[config.mk]
export PLATFORM = sky130hd
export DESIGN_NAME = qbus_ram_bridge
export DESIGN_NICKNAME = d
export VERILOG_FILES = /design/src/rtl/qbus_ram_bridge_pkg.sv /design/src/rtl/qbus_ram_bridge_watchdog.sv /design/src/rtl/qbus_ram_bridge.sv
export SDC_FILE = /design/constraint.sdc
export NUM_CORES = 1
export LEC_CHECK = 0
export ABC_AREA = 1
export BUFFER_PORTS_ARGS = -buffer_cell sky130_fd_sc_hd__buf_2
export CAP_MARGIN = 10
export CORE_UTILIZATION = 36
export DETAILED_ROUTE_END_ITERATION = 10
export GPL_TIMING_DRIVEN = 0
export PLACE_DENSITY = 0.6
export SYNTH_ARGS = -nofsm -noshare
export SYNTH_HDL_FRONTEND = slang
export SYNTH_SLANG_ARGS = --single-unit
[constraint.sdc]
create_clock -name clk -period 1.9 [get_ports clk]
set_input_delay 0.57 -clock clk [delete_from_list [all_inputs] [get_ports clk]]
set_output_delay 0.57 -clock clk [all_outputs]
set_load 0.02 [all_outputs]
[src/rtl/qbus_ram_bridge_pkg.sv]
// Shared definitions for the Q-bus to synchronous-RAM bridge: FSM state
// encodings, default window/timeout values and the byte-lane helper.
`timescale 1ns/1ps

package qbus_ram_bridge_pkg;

  // Bridge FSM states
  typedef enum logic [2:0] {
    ST_IDLE    = 3'd0,
    ST_MEM     = 3'd1,
    ST_WAITST  = 3'd2,
    ST_REPLY   = 3'd3,
    ST_NOREPLY = 3'd4,
    ST_ERROR   = 3'd5
  } state_t;

  // Exclusive upper byte address of the RAM window (I/O page starts here)
  localparam logic [15:0] DEF_RAM_TOP = 16'o160000;

  // ce-cycles from the start of a bus cycle until the timeout fires
  localparam int DEF_BUS_TIMEOUT = 63;

  // Extra ce-cycles between mem_ready and RPLY
  localparam int DEF_WAIT_STATES = 0;

  // Width of the watchdog down-counter
  localparam int WD_W = 16;

  // Width of the wait-state down-counter (covers 0..15)
  localparam int WS_W = 4;

  // Byte enables for a Q-bus access. Only a byte write narrows the lanes;
  // the CPU already placed the byte in its lane, so addr[0] picks the lane.
  function automatic logic [1:0] byte_enables(input logic write,
                                              input logic byte_op,
                                              input logic addr_lsb);
    logic [1:0] be;
    be = 2'b11;
    if (write && byte_op) begin
      be = addr_lsb ? 2'b10 : 2'b01;
    end
    return be;
  endfunction

endpackage : qbus_ram_bridge_pkg

[src/rtl/qbus_ram_bridge_watchdog.sv]
// Bus-cycle watchdog: loads a timeout on the first cycle of a transaction
// and counts down on enabled cycles. `expired` is high on the cycle whose
// decrement would take the count to zero, so the FSM leaves on that edge.
`timescale 1ns/1ps

module bus_watchdog
  import qbus_ram_bridge_pkg::*;
#(
  parameter int TIMEOUT = DEF_BUS_TIMEOUT,
  parameter int W       = WD_W
) (
  input  logic clk,
  input  logic reset,
  input  logic load,
  input  logic enable,
  output logic expired
);

  logic [W-1:0] count;

  // Load on transaction start, otherwise count down while enabled
  always_ff @(posedge clk) begin
    // NOTE: state registers use non-blocking assignments so every flop samples pre-edge values.
    if (reset) begin
      count <= '0;
    end else if (load) begin
      count <= W'(TIMEOUT);
    end else if (enable && (count != '0)) begin
      count <= count - W'(1);
    end
  end

  // Fires on the enabled cycle that reaches zero (or if already empty)
  assign expired = enable && (count <= W'(1));

endmodule : bus_watchdog

[src/rtl/qbus_ram_bridge.sv]
// Q-bus slave bridge between the vm1 CPU strobes (SYNC/DIN/DOUT/WTBT/RPLY)
// and a simple request/ready synchronous RAM port. Addresses below RAM_TOP
// are forwarded to RAM; anything above is left unanswered so the bus
// watchdog raises error_o. All state advances only on ce=1 edges.
`timescale 1ns/1ps

module qbus_ram_bridge
  import qbus_ram_bridge_pkg::*;
#(
  parameter logic [15:0] RAM_TOP     = DEF_RAM_TOP,
  parameter int          WAIT_STATES = DEF_WAIT_STATES,
  parameter int          BUS_TIMEOUT = DEF_BUS_TIMEOUT
) (
  input  logic        clk,
  input  logic        reset,
  input  logic        ce,
  input  logic [15:0] addr_i,
  input  logic [15:0] data_i,
  output logic [15:0] data_o,
  input  logic        SYNC,
  input  logic        DIN,
  input  logic        DOUT,
  input  logic        WTBT,
  output logic        RPLY,
  output logic        error_o,
  output logic        mem_req,
  output logic        mem_we,
  output logic [14:0] mem_addr,
  output logic [1:0]  mem_be,
  output logic [15:0] mem_wdata,
  input  logic [15:0] mem_rdata,
  input  logic        mem_ready
);

  state_t          state;
  logic [WS_W-1:0] ws_cnt;
  logic            strobe;
  logic            bus_start;
  logic            is_write;
  logic            wd_load;
  logic            wd_en;
  logic            wd_expired;

  // Either data strobe; DIN and DOUT together count as a read
  assign strobe    = DIN | DOUT;
  assign bus_start = SYNC & strobe;
  assign is_write  = DOUT & ~DIN;

  // Watchdog runs only while the bridge is waiting on something
  assign wd_load = ce & (state == ST_IDLE) & bus_start;
  assign wd_en   = ce & ((state == ST_MEM) | (state == ST_WAITST) | (state == ST_NOREPLY));

  bus_watchdog #(
    .TIMEOUT (BUS_TIMEOUT),
    .W       (WD_W)
  ) u_watchdog (
    .clk     (clk),
    .reset   (reset),
    .load    (wd_load),
    .enable  (wd_en),
    .expired (wd_expired)
  );

  // Bridge FSM with registered bus and memory-side outputs
  always_ff @(posedge clk) begin
    if (reset) begin
      state     <= ST_IDLE;
      ws_cnt    <= '0;
      RPLY      <= 1'b0;
      error_o   <= 1'b0;
      mem_req   <= 1'b0;
      mem_we    <= 1'b0;
      mem_addr  <= '0;
      mem_be    <= 2'b00;
      mem_wdata <= '0;
      data_o    <= '0;
    end else if (ce) begin
      // error_o is a single ce-cycle pulse unless re-armed below
      error_o <= 1'b0;

      case (state)
        ST_IDLE: begin
          RPLY    <= 1'b0;
          mem_req <= 1'b0;
          if (bus_start) begin
            mem_addr  <= addr_i[15:1];
            mem_wdata <= data_i;
            mem_we    <= is_write;
            mem_be    <= byte_enables(is_write, WTBT, addr_i[0]);
            if (addr_i < RAM_TOP) begin
              state   <= ST_MEM;
              mem_req <= 1'b1;
            end else begin
              state <= ST_NOREPLY;
            end
          end
        end

        ST_MEM: begin
          if (!SYNC) begin
            state   <= ST_IDLE;
            mem_req <= 1'b0;
          end else if (wd_expired) begin
            state   <= ST_ERROR;
            mem_req <= 1'b0;
            error_o <= 1'b1;
          end else if (mem_ready) begin
            mem_req <= 1'b0;
            if (!mem_we) begin
              data_o <= mem_rdata;
            end
            if (WAIT_STATES > 0) begin
              state  <= ST_WAITST;
              ws_cnt <= WS_W'(WAIT_STATES);
            end else begin
              state <= ST_REPLY;
              RPLY  <= 1'b1;
            end
          end
        end

        ST_WAITST: begin
          if (!SYNC) begin
            state  <= ST_IDLE;
            ws_cnt <= '0;
          end else if (wd_expired) begin
            state   <= ST_ERROR;
            error_o <= 1'b1;
            ws_cnt  <= '0;
          end else if (ws_cnt <= WS_W'(1)) begin
            state  <= ST_REPLY;
            RPLY   <= 1'b1;
            ws_cnt <= '0;
          end else begin
            ws_cnt <= ws_cnt - WS_W'(1);
          end
        end

        ST_REPLY: begin
          // Hold RPLY and data_o until the CPU removes its strobe
          if (!SYNC || !strobe) begin
            state <= ST_IDLE;
            RPLY  <= 1'b0;
          end
        end

        ST_NOREPLY: begin
          // Nothing answers here; leave on abort or let the watchdog fire
          if (!SYNC) begin
            state <= ST_IDLE;
          end else if (wd_expired) begin
            state   <= ST_ERROR;
            error_o <= 1'b1;
          end
        end

        ST_ERROR: begin
          if (!SYNC) begin
            state <= ST_IDLE;
          end
        end

        default: begin
          state   <= ST_IDLE;
          RPLY    <= 1'b0;
          mem_req <= 1'b0;
        end
      endcase
    end
  end

endmodule : qbus_ram_bridge

Yosys cells after proc, flatten, opt, wreduce, memory -nomap -nowiden
Index checks and enable logic that the tools add are counted.

Bits in registers: 76. Output and inout port bits: 53. Word-level logic and storage cells: 103.

Add/sub/neg operators: 2. Magnitude comparators: 3. Equal/unequal tests: 17. Muxes and demuxes: 37. Bitwise operators: 13. Reductions and logical operators: 19.

Operators with widths (number): $mux W3 (12); $pmux W3 S6 (1); $le A16 B1 Y1 const B (1); $lt A16 B16 Y1 const B (1); $ne A2 B2 Y1 const B (8); $reduce_bool A16 Y1 (1); $sub A16 B1 Y16 const B (1); $mux W1 (15); $mux W4 (3); $mux W6 (2); $reduce_and A9 Y1 (1); $reduce_and A7 Y1 (1); $eq A3 B2 Y1 const B (2); $eq A3 B3 Y1 const B (2); $reduce_and A3 Y1 (2); $reduce_and A6 Y1 (1); $and A1 B1 Y1 (5); $not A1 Y1 (5); $le A4 B1 Y1 const B (1); $mux W2 (2); $ne A4 B2 Y1 const B (1); $ne A4 B3 Y1 const B (1); $pmux W1 S4 (1); $reduce_or A2 Y1 (2); 14 further kinds (19).

Depth between registers and ports, before layout
Depth after elaboration: 8. Mapped depth: 12. Depth with buffers taken out: 12.

By module
Synthesis repeated with hierarchy kept, for this count alone.

Cells, all modules: 522. Area total of the unflattened synthesis: 3525.9 sq um.

By module, submodules not included: qbus_ram_bridge (times used 1, cells an instance 345, area an instance 2477.4 sq um, sequential area each 1201.2 sq um); bus_watchdog (times used 1, cells an instance 177, area an instance 1048.5 sq um, sequential area each 320.3 sq um).

Worst setup path before layout
Ideal clock, no wire load.

Path kind: input to register. Start: input SYNC. End: register mem_addr[0]. Setup time: 116 ps. Arrival: 1624 ps. Data required time: 1784 ps. Setup slack: 160 ps. Stages: 10. Buffers on the path: 3. Path through: buf_4 > inv_2 > nor2_2 > inv_1 > nor3_2 > inv_2 > buf_2 > buf_2 > nor2_1 > nor2_1.

Longest elaborated chain between the ends: 2.

RTL lines: start, declared (RTL line qbus_ram_bridge.sv:20) `input logic SYNC,`; $and A1 B1 Y1 (RTL line qbus_ram_bridge.sv:46) `assign bus_start = SYNC & strobe;`; $reduce_and A3 Y1 (no line); end signal, assigned (RTL line qbus_ram_bridge.sv:86) `mem_addr <= addr_i[15:1];`; end, declared (RTL line qbus_ram_bridge.sv:28) `output logic [14:0] mem_addr,`.

No other way between the ends. A chain may end at the register's enable or synchronous reset.

Final worst setup path
Start: register u_watchdog.count[0]. End: register u_watchdog.count[4].

Longest elaborated chain between the ends: 3. Elaborated cells between the ends (all ways): 6. Those cells by class: add/sub (1); mux (2); reduce/logical (3).

RTL lines: start, declared (RTL line qbus_ram_bridge_watchdog.sv:19) `logic [W-1:0] count;`; start signal, assigned (RTL line qbus_ram_bridge_watchdog.sv:27) `count <= W'(TIMEOUT);`; start signal, assigned (RTL line qbus_ram_bridge_watchdog.sv:29) `count <= count - W'(1);`; $sub A16 B1 Y16 or $reduce_bool A16 Y1 (tied branches) (RTL line qbus_ram_bridge_watchdog.sv:29, qbus_ram_bridge_watchdog.sv:28); $mux W6 or $logic_and A1 B1 Y1 (tied branches) (RTL line qbus_ram_bridge_watchdog.sv:28) `end else if (enable && (count != '0)) begin`; $mux W6 or $reduce_bool A2 Y1 (tied branches).

Several ways; a longest one is shown, not always the timed one. The select of a mux whose other input is x is not followed.

==> impl_metrics.csv <==
group,metric,value,unit
logic_synthesis,synth_area,3570,um2
sta,setup_viol,0,
worst_setup_path,cp-end-kind,"flop",
placement,dp_hpwl,6.79,mm
logic_synthesis,ys_ff_latch,76,
cts,cts_hold_buf,0,
sta,maxSlewViolCount,0,
die,die_width,102,um
worst_setup_path,cp.arrival,1.96,ns
route,drt_iter0_drc,175,
cts,path_clk_slew,0.09,ns
logic_synthesis,synth_fp_nets,551,
sta,clock_skew,0.00985,ns
global_route,grt_max_degree,14,
die,initial_core_util,37.9,%
die,fp.dieArea,10300,um2
worst_setup_path,crit_cells,10,
logic_synthesis,seq_area_frac_synth,42.6,%
die,die_y,102,um
route,ant_nets,0,
placement,place_ws,-0.136,ns
finish,nets,668,
worst_setup_path,cp.required,2.11,ns
cts,cts_buffer_depth,2,
sta,hold_viol,0,
finish,n_fill_cell,981,
worst_setup_path,cpLargestDelayFamily,"simple AND/OR/NAND/NOR gates",
sta,max-slew-margin-rel,61.6,%
worst_setup_path,critical_path_class,"reg2reg",
die,boundaryPins,109,
logic_synthesis,synth_area_per_cell,7.29,um2
job,maxCapViolCount,0,
cts,cts_setup_buffers,0,
route,drt_pre_antenna_iters,5,
route,vias,3523,
route,viasPerCell,4.75,
route,drc,0,
global_route,grt_pass1_wl,15.0,mm
worst_hold_path,hold-path-cell-count,3,
sta,layout_setup_ws,0.150,ns
worst_setup_path,path_buf_inv,3,
logic_synthesis,synth_warnings,0,
worst_hold_path,hold_path_class,"in2reg",
finish,diodes,0,
sta,finalCritPeriodShare,92.1,%
logic_synthesis,synth_ff_type,"dfxtp_1",
worst_setup_path,cp_max_fo,10,
cts,htreeDepth,3,
sta,tightest_slew,0.572,ns
outcome,status,"finished, final reports clean",
sta,timing.setup.tns,0,ns
route,wire_per_inst,12.4,um
placement,place_congestion,0.827,
cts,cts_root_buffer,"clkbuf_8",
sta,timing.fmax,572,MHz
cts,cts_tree,"done",
global_route,grt_pass1_vias,3294,
worst_setup_path,crit_path_top_delay_cell,"dfxtp_2",
global_route,antenna_found_initial,0,
finish,drive_above_1_share,26.8,%
die,rows,35,
power_and_ir_drop,p_per_area,1210,nW/um2
worst_setup_path,slowest_delay,0.35,ns
global_route,grt_usage,18.3,%
logic_synthesis,async_reset_ff_share,0,%
cts,cts.sinks,76,
route,wirelength,9.19,mm
placement,portBuffers,106,
global_route,grt_overflow_total,0,
sta,rsz0062_at_grt,"false",
worst_setup_path,worstSetupStartpointType,"flop",
cts,cts_buffers,9,
power_and_ir_drop,leakage,2.17,nW
finish,layout.cells.most_common,"buf_2",
cts,clk_latency,0.35,ns
logic_synthesis,synth.distinct_cells,35,
logic_synthesis,synth_edf_count,0,
worst_setup_path,path_cells,"inv_1, ha_2, inv_1, nor2_4, nand2_1, nor2_2, nor2_4, buf_4, a21oi_1, a21oi_1",
sta,fin_crit,1.75,ns
worst_setup_path,reg2reg_depth,10,
power_and_ir_drop,peakVddDrop,0.497,mV
logic_synthesis,synthCells,490,
die,core,9420,um2
finish,area_delta_synth_final,26.2,%
finish,mostFrequentLayoutCells,"buf_2 (110), nor2_1 (103), nand2_1 (80)",
worst reg2reg max path: stages (launching register included):
cell     delay, ns
dfxtp_2       0.35
inv_1         0.10
ha_2          0.21
inv_1         0.08
nor2_4        0.13
nand2_1       0.12
nor2_2        0.15
nor2_4        0.08
buf_4         0.18
a21oi_1       0.14
a21oi_1       0.07
report_power, final:
group	internal, mW	total (mW)	switching, mW
Clock	0.748	1.37	0.621
Combinational	0.759	2.14	1.38
Sequential	1.80	1.95	0.153
Total	3.30	5.46	2.15
stage by stage:
| stage | cell area (um2) | util, % | hold slack (ns) | std cells | total power [mW] |
|---|---|---|---|---|---|
| after floorplan | 3570 | - | 0.445 | 490 | 3.52 |
| after global placement | 4260 | 45.3 | 0.437 | 725 | 3.97 |
| after detailed placement | 4260 | 45.3 | 0.448 | 725 | 4.00 |
| after CTS | 4480 | 47.6 | 0.423 | 741 | 5.39 |
| after global routing | 4500 | 47.8 | 0.429 | 741 | 5.83 |
| final | 4500 | 47.8 | 0.435 | 741 | 5.46 |
kinds of logic (layout without fill, tap and decap cells):
logic type	after synthesis	count (layout)	share of synthesized area [%]
fa+ha+maj	5	5	1.75
compound gates	88	88	12.5
xor+xnor	11	11	2.70
buf+inv	64	186	8.66
mux	1	1	0.280
simple gates	245	245	31.4
flops	76	76	42.6
flip-flops by register name (all words and copies together), names as in the netlist:
name              flops
RPLY                  1
data_o               16
error_o               1
u_watchdog.count     16
mem_we                1
ws_cnt                4
state                 3
mem_wdata            16
mem_req               1
mem_be                2
mem_addr             15
metal layers:
layer  global-route usage, %  share of wire (%)
met1                    22.8                 47
met4                    7.02                1.3
met5                       0                  0
met2                    30.0                 44
met3                    5.18                7.2
cell type report:
| cell class | instances | area [um2] | share of cell area (%) |
|---|---|---|---|
| inverters | 41 | 154 | 3.42 |
| repair buffers | 106 | 531 | 11.8 |
| well taps | 129 | 161 | 3.58 |
| clock inverters | 5 | 85.1 | 1.89 |
| clock buffers | 11 | 131 | 2.92 |
| multi-input cells | 350 | 1760 | 39.2 |
| plain buffers | 23 | 155 | 3.44 |
| flip-flops and latches | 76 | 1520 | 33.8 |
cell usage after synthesis (3+ instances only):
cell,n,area [um2]
a21oi_1,43,215
buf_2,4,20.0
buf_4,5,37.5
buf_6,4,45.0
clkbuf_1,7,26.3
dfxtp_1,76,1520
ha_1,5,62.6
inv_1,37,139
inv_2,4,15.0
nand2_1,80,300
nand2_2,3,18.8
nand3_1,13,65.1
nand3_2,5,50.1
nand4_1,21,131
nor2_1,106,398
nor2_2,3,18.8
nor3_1,6,30.0
o21ai_0,41,205
xor2_1,11,96.3
repair_timing:
| item | CTS | global route |
|---|---|---|
| resized for setup | 1 | 7 |
| pin swaps | 0 | 1 |
| cloned | 0 | 0 |
| endpoints found under the hold margin | 0 | 0 |
| endpoints found under the setup margin | 1 | 33 |
worst paths after layout:
kind                            slack [ns]           startpoint                   to
worst max-delay path                  0.15  u_watchdog.count[0]  u_watchdog.count[4]
worst min-delay path                  0.43            addr_i[1]          mem_addr[0]
worst max register to register        0.15  u_watchdog.count[0]  u_watchdog.count[4]
worst min register to register        0.46                 RPLY                 RPLY
Note: power is estimated with default switching activity, not from simulation.
